<file path="config.mk">
export PLATFORM = sky130hd
export DESIGN_NAME = mips_ctrl_fsm
export DESIGN_NICKNAME = d
export VERILOG_FILES = /design/src/rtl/mips_pkg.sv /design/src/rtl/alu_op_decoder.sv /design/src/rtl/mips_ctrl_fsm.sv
export SDC_FILE = /design/constraint.sdc
export NUM_CORES = 1
export LEC_CHECK = 0
export BUFFER_PORTS_ARGS = -buffer_cell sky130_fd_sc_hd__buf_2
export CAP_MARGIN = 20
export CORE_ASPECT_RATIO = 1.25
export CORE_MARGIN = 4
export CORE_UTILIZATION = 30
export DETAILED_ROUTE_END_ITERATION = 16
export PLACE_DENSITY = 0.61
export REMOVE_ABC_BUFFERS = 1
export SLEW_MARGIN = 10
export SYNTH_ARGS = -nofsm -noshare
export SYNTH_HDL_FRONTEND = slang
export SYNTH_SLANG_ARGS = --single-unit
export TNS_END_PERCENT = 10
</file>
<file path="constraint.sdc">
create_clock -name clk -period 5.1 [get_ports clk]
set_input_delay 0 -clock clk [delete_from_list [all_inputs] [get_ports clk]]
set_output_delay 0 -clock clk [all_outputs]
set_load 0.1 [all_outputs]
</file>
<file path="src/rtl/mips_pkg.sv">
// rtl/mips_pkg.sv - shared MIPS opcode, ALU op, pc_src and control-state encodings
// Used by the control FSM, the ALU and the datapath.
package mips_pkg;

  localparam logic [5:0] OP_RTYPE = 6'h00;
  localparam logic [5:0] OP_J     = 6'h02;
  localparam logic [5:0] OP_BEQ   = 6'h04;
  localparam logic [5:0] OP_ADDI  = 6'h08;
  localparam logic [5:0] OP_ANDI  = 6'h0C;
  localparam logic [5:0] OP_ORI   = 6'h0D;
  localparam logic [5:0] OP_LW    = 6'h23;
  localparam logic [5:0] OP_SW    = 6'h2B;

  localparam logic [5:0] FN_ADD   = 6'h20;
  localparam logic [5:0] FN_ADDU  = 6'h21;
  localparam logic [5:0] FN_SUB   = 6'h22;
  localparam logic [5:0] FN_SUBU  = 6'h23;
  localparam logic [5:0] FN_AND   = 6'h24;
  localparam logic [5:0] FN_OR    = 6'h25;

  localparam int ALU_W = 4;
  localparam logic [ALU_W-1:0] ALU_ADD = 4'd0;
  localparam logic [ALU_W-1:0] ALU_SUB = 4'd1;
  localparam logic [ALU_W-1:0] ALU_OR  = 4'd2;
  localparam logic [ALU_W-1:0] ALU_AND = 4'd3;
  localparam logic [ALU_W-1:0] ALU_CMP = 4'd4;

  localparam logic [1:0] PC_SEQ = 2'd0;
  localparam logic [1:0] PC_BR  = 2'd1;
  localparam logic [1:0] PC_JMP = 2'd2;

  typedef enum logic [2:0] {
    CLS_ALU_R, CLS_ALU_I, CLS_LW, CLS_SW, CLS_BEQ, CLS_J, CLS_NONE
  } instr_cls_e;

  typedef enum logic [2:0] {
    ST_FETCH  = 3'd0,
    ST_DECODE = 3'd1,
    ST_EXEC   = 3'd2,
    ST_MEM    = 3'd3,
    ST_WB     = 3'd4,
    ST_JUMP   = 3'd5
`ifdef ILLEGAL_TRAP_EN
    , ST_HALT = 3'd6
`endif
  } state_e;

endpackage

</file>
<file path="src/rtl/alu_op_decoder.sv">
// rtl/alu_op_decoder.sv - combinational opcode/funct to ALU op, operand select and class
// Unsupported opcode/funct combinations come out as CLS_NONE with illegal set.
module alu_op_decoder
  import mips_pkg::*;
(
  input  logic [5:0]       opcode,
  input  logic [5:0]       funct,
  output logic [ALU_W-1:0] alu_op,
  output logic             alu_src_b,
  output instr_cls_e       cls,
  output logic             illegal
);

  always_comb begin
    alu_op    = ALU_ADD;
    alu_src_b = 1'b0;
    cls       = CLS_NONE;
    case (opcode)
      OP_RTYPE: begin
        cls = CLS_ALU_R;
        case (funct)
          FN_ADD, FN_ADDU: alu_op = ALU_ADD;
          FN_SUB, FN_SUBU: alu_op = ALU_SUB;
          FN_AND:          alu_op = ALU_AND;
          FN_OR:           alu_op = ALU_OR;
          default:         cls    = CLS_NONE;
        endcase
      end
      OP_ADDI: begin cls = CLS_ALU_I; alu_op = ALU_ADD; alu_src_b = 1'b1; end
      OP_ANDI: begin cls = CLS_ALU_I; alu_op = ALU_AND; alu_src_b = 1'b1; end
      OP_ORI:  begin cls = CLS_ALU_I; alu_op = ALU_OR;  alu_src_b = 1'b1; end
      OP_LW:   begin cls = CLS_LW;    alu_op = ALU_ADD; alu_src_b = 1'b1; end
      OP_SW:   begin cls = CLS_SW;    alu_op = ALU_ADD; alu_src_b = 1'b1; end
      OP_BEQ:  begin cls = CLS_BEQ;   alu_op = ALU_CMP; end
      OP_J:    cls = CLS_J;
      default: cls = CLS_NONE;
    endcase
    illegal = (cls == CLS_NONE);
  end

endmodule

</file>
<file path="src/rtl/mips_ctrl_fsm.sv">
// rtl/mips_ctrl_fsm.sv - multicycle MIPS control FSM driving alu_op and datapath strobes
// Define ILLEGAL_TRAP_EN to halt on an illegal instruction until rst instead of continuing.
module mips_ctrl_fsm
  import mips_pkg::*;
#(
  parameter int ALU_LATENCY = 1,
  parameter int OPW         = 4
) (
  input  logic           clk,
  input  logic           rst,
  input  logic [31:0]    instr,
  input  logic           mem_ready,
  input  logic           zero,
  output logic [OPW-1:0] alu_op,
  output logic           alu_src_b,
  output logic           reg_dst,
  output logic           reg_write,
  output logic           mem_read,
  output logic           mem_write,
  output logic           mem_to_reg,
  output logic           ir_write,
  output logic           pc_write,
  output logic [1:0]     pc_src,
  output logic           illegal
);

  localparam int CW = (ALU_LATENCY > 0) ? $clog2(ALU_LATENCY + 1) : 1;

  state_e           state, state_nx;
  logic [5:0]       op_q, fn_q;
  logic [CW-1:0]    lat_cnt;
  logic [ALU_W-1:0] dec_alu_op;
  logic             dec_src_b, dec_illegal;
  instr_cls_e       dec_cls;
  logic             unused_instr;

  assign unused_instr = ^instr[25:6];

  alu_op_decoder u_dec (
    .opcode    (op_q),
    .funct     (fn_q),
    .alu_op    (dec_alu_op),
    .alu_src_b (dec_src_b),
    .cls       (dec_cls),
    .illegal   (dec_illegal)
  );

  always_ff @(posedge clk or posedge rst) begin
    if (rst) begin
      state   <= ST_FETCH;
      op_q    <= '0;
      fn_q    <= '0;
      lat_cnt <= '0;
    end else begin
      state <= state_nx;
      if (state == ST_FETCH && mem_ready) begin
        op_q <= instr[31:26];
        fn_q <= instr[5:0];
      end
      // Counter runs down across EXEC so zero is only consumed once the ALU result is valid.
      if (state_nx == ST_EXEC && state != ST_EXEC)
        lat_cnt <= CW'(ALU_LATENCY);
      else if (state == ST_EXEC && lat_cnt != '0)
        lat_cnt <= lat_cnt - CW'(1);
    end
  end

  always_comb begin
    state_nx   = state;
    alu_op     = '0;
    alu_src_b  = 1'b0;
    reg_dst    = 1'b0;
    reg_write  = 1'b0;
    mem_read   = 1'b0;
    mem_write  = 1'b0;
    mem_to_reg = 1'b0;
    ir_write   = 1'b0;
    pc_write   = 1'b0;
    pc_src     = PC_SEQ;
    illegal    = 1'b0;
    if (!rst) begin
      case (state)
        ST_FETCH: begin
          mem_read = 1'b1;
          if (mem_ready) begin
            ir_write = 1'b1;
            pc_write = 1'b1;
            state_nx = ST_DECODE;
          end
        end
        ST_DECODE: begin
          if (dec_illegal) begin
            illegal = 1'b1;
`ifdef ILLEGAL_TRAP_EN
            state_nx = ST_HALT;
`else
            state_nx = ST_FETCH;
`endif
          end else if (dec_cls == CLS_J) begin
            state_nx = ST_JUMP;
          end else begin
            state_nx = ST_EXEC;
          end
        end
        ST_EXEC: begin
          alu_op    = OPW'(dec_alu_op);
          alu_src_b = dec_src_b;
          if (lat_cnt == '0) begin
            case (dec_cls)
              CLS_LW, CLS_SW: state_nx = ST_MEM;
              CLS_BEQ: begin
                pc_write = zero;
                pc_src   = zero ? PC_BR : PC_SEQ;
                state_nx = ST_FETCH;
              end
              default: state_nx = ST_WB;
            endcase
          end
        end
        ST_MEM: begin
          mem_read  = (dec_cls == CLS_LW);
          mem_write = (dec_cls != CLS_LW);
          if (mem_ready) state_nx = (dec_cls == CLS_LW) ? ST_WB : ST_FETCH;
        end
        ST_WB: begin
          reg_write  = 1'b1;
          reg_dst    = (dec_cls == CLS_ALU_R);
          mem_to_reg = (dec_cls == CLS_LW);
          state_nx   = ST_FETCH;
        end
        ST_JUMP: begin
          pc_write = 1'b1;
          pc_src   = PC_JMP;
          state_nx = ST_FETCH;
        end
`ifdef ILLEGAL_TRAP_EN
        ST_HALT: state_nx = ST_HALT;
`endif
        default: state_nx = ST_FETCH;
      endcase
    end
  end

endmodule
</file>
==> metrics <==
worst-path fanout max=19; WP data required=5.10 ns; die width=63.89 um; WL per Instance=12.82 um; DRT iter0 DRCs=14; clock share of power=14.5%; dominant synthesized flop cell=dfrtp_1; clock-pin slew of the registers on the worst-case setup and hold paths=0.06 ns; area leader, netlist=dfrtp_1; number of synthesized register bits=16; crit path DAT=2.37 ns; core region area=0.003785 mm^2; Final Slew Violations=0; Critical Path Start Type=primary input; Setup Fix Bufs, Post-CTS=0; async set-reset flop share out of synthesis=100.0%; gpl congestion=0.7905; WL met2=1363 um; die height=77.86 um; total CTS buffers=3; Slew @ Worst Pin=~0.85 ns; DP Wirelength=2082 um; Seq/Total Area, Yosys=approximately a third; Synth Area per Inst=about 9.4 um^2; root cell of the clock tree=clkbuf_8; setup TNS=0 ns; Bufs on Longest Clock Path=2; DIE AREA=0.004974 mm^2; GRT Residual Overflow=0; status=finished clean; DRC=0; Yosys cell types=46; H-tree levels=1; Comb power frac=a little under half; top-area cell type share of the netlist area=34.19%; initial antenna violation count=0; Initial Util=30.94%; Reg power frac=38.1%; Net Switching=approximately 0.00037 W; Final Setup Violations=0; first-pass GRT wire length=4871 um; Avg Vias per Cell=around 4.9; VDD IR-drop max=280.3 uV; skew final=roughly 0.003 ns; HP Class=in2reg; synthesized area=0.001171 mm^2; GRT Util Overall=about an eighth; fill cell count=376; Crit Path Class=in2out; Port Buffer Count=29; detailed-route via count=around 1100; highest metal used=met4; Cells after Synth=125; synth-to-layout area growth=24.68%; Clk Latency, worst-skew pair=0.25 ns; max_slew headroom=43.18%; worst hold slack=approximately 0.25 ns; Detail Route Antenna Nets=0; Max-Cap Viols=0; IO Pins=just over 50; final period utilization=46.46%; Fin. Hold Viols=0; CTS Hold Buffers Added=13; CTS tree=yes; Ys Warns=0; WL final=2756 um; most frequent cells after synthesis=nor2_1 (17), dfrtp_1 (16), mux2_2 (11); share of cells above drive strength 1=31.68%; fin crit period=between 2 and 2.5 ns; met3 routed WL=143 um; Final nets=approximately 200; internal power=0.0004053 W; First-pass DRT Iterations=4; CTS Sinks=16; R2R depth=2; Post-CTS Resized=0; WHS Path Cells=3; unrepaired setup endpoints after global routing=false; Crit. End Element=output pin; largest net degree at the start of global routing=20; leakage=0.6414 nW; Antenna Cells=0; top cells by area, synth=dfrtp_1 (34%), mux2_2 (11%), nor2_1 (5.4%), clkbuf_8 (4.7%), a21oi_1 (3.0%); vias in the first global route=1041; Metal-1 WL=~1200 um; Post-synth EDFFs=0; fmax=approximately 420 MHz; Switching Fraction=47.89%; top-count cell post-synth=nor2_1; # rows=25; Power per Cell Area=532.6 mW/mm^2
## placed cells by master (no fill, tap or decap), types with 2 or more instances in the layout
master          n
buf_2          29
nor2_1         17
dfrtp_1        16
dlygate4sd3_1  13
mux2_2         11
nand2_1         8
inv_1           7
a21oi_1         7
o21ai_0         5
nand3_1         4
clkbuf_8        4
nor3_1          2
and2_1          2
o31ai_1         2
o2111ai_1       2
nor3b_1         2
a211oi_1        2
## power by group through the flow
stage,Clock (W),Combinational [W],Sequential (W)
2_1_floorplan,0,0.000304,0.000268
3_3_place_gp,0,0.000352,0.000289
3_5_place_dp,0,0.000363,0.000296
4_1_cts,0.000117,0.000371,0.000295
5_1_grt,0.000124,0.000404,0.000312
6_report,0.000113,0.000369,0.000296
## stage by stage
| step | power (W) | instance area [um^2] | std cells | utilization (%) | setup WS, ns |
|---|---|---|---|---|---|
| floorplan | 0.0005715 | 1062 | 115 | - | -0.5522 |
| global placement | 0.0006413 | 1275 | 198 | 33.69 | 3.092 |
| detailed placement | 0.0006588 | 1275 | 198 | 33.69 | 3.024 |
| CTS | 0.0007827 | 1460 | 215 | 38.58 | 2.644 |
| global route | 0.0008403 | 1460 | 215 | 38.58 | 2.483 |
| finish | 0.0007777 | 1460 | 215 | 38.58 | 2.731 |
## state kept, by name, summed over array words and instances, names as in the netlist
name / cells
state: 3
op_q: 6
fn_q: 6
lat_cnt: 1
## worst paths after layout
path                                          start                  end  slack (ns)
worst max-delay path                            rst              reg_dst        2.73
worst min-delay path                      mem_ready  op_q[0]$_DFFE_PP0P_        0.25
worst max register to register   state[0]$_DFF_PP0_  fn_q[0]$_DFFE_PP0P_        3.17
worst min register to register  fn_q[4]$_DFFE_PP0P_  fn_q[4]$_DFFE_PP0P_        0.51
max in group asynchronous                       rst  fn_q[5]$_DFFE_PP0P_        4.17
min in group asynchronous                       rst   state[1]$_DFF_PP0_        0.48
## kinds of logic after synthesis
group / count (synthesis) / share of synthesized area (%)
multiplexers: 12 / 11.43
AND/OR/NAND/NOR: 49 / 25.00
XOR/XNOR: 1 / 0.7480
other: 1 / 0.3202
flip-flops: 16 / 34.19
AO/OA/AOI/OAI: 29 / 16.77
buffers and inverters: 17 / 11.54
## layout make-up
cell class	count	area [um^2]	share of cell area [%]
timing repair buffer	42	275.3	18.85
tap	54	67.56	4.627
inverter	7	26.28	1.799
sequential	16	400.4	27.42
multi-input combinational	92	635.6	43.53
clock buffer	4	55.05	3.770
## critical path, cell delays in order
cell and delay, ns:
dlygate4sd3_1 0.53, buf_2 0.17, inv_1 0.53, nand3_1 0.24, a2111oi_0 0.39, buf_2 0.50
## metal layers
metal / vias up / track usage [%]
met1: 506 / 15.49
met2: 31 / 20.27
li1: 518 / -
met4: 0 / 4.536
met5: - / 0
met3: 5 / 1.881
Power figures use the tool's default switching activity.
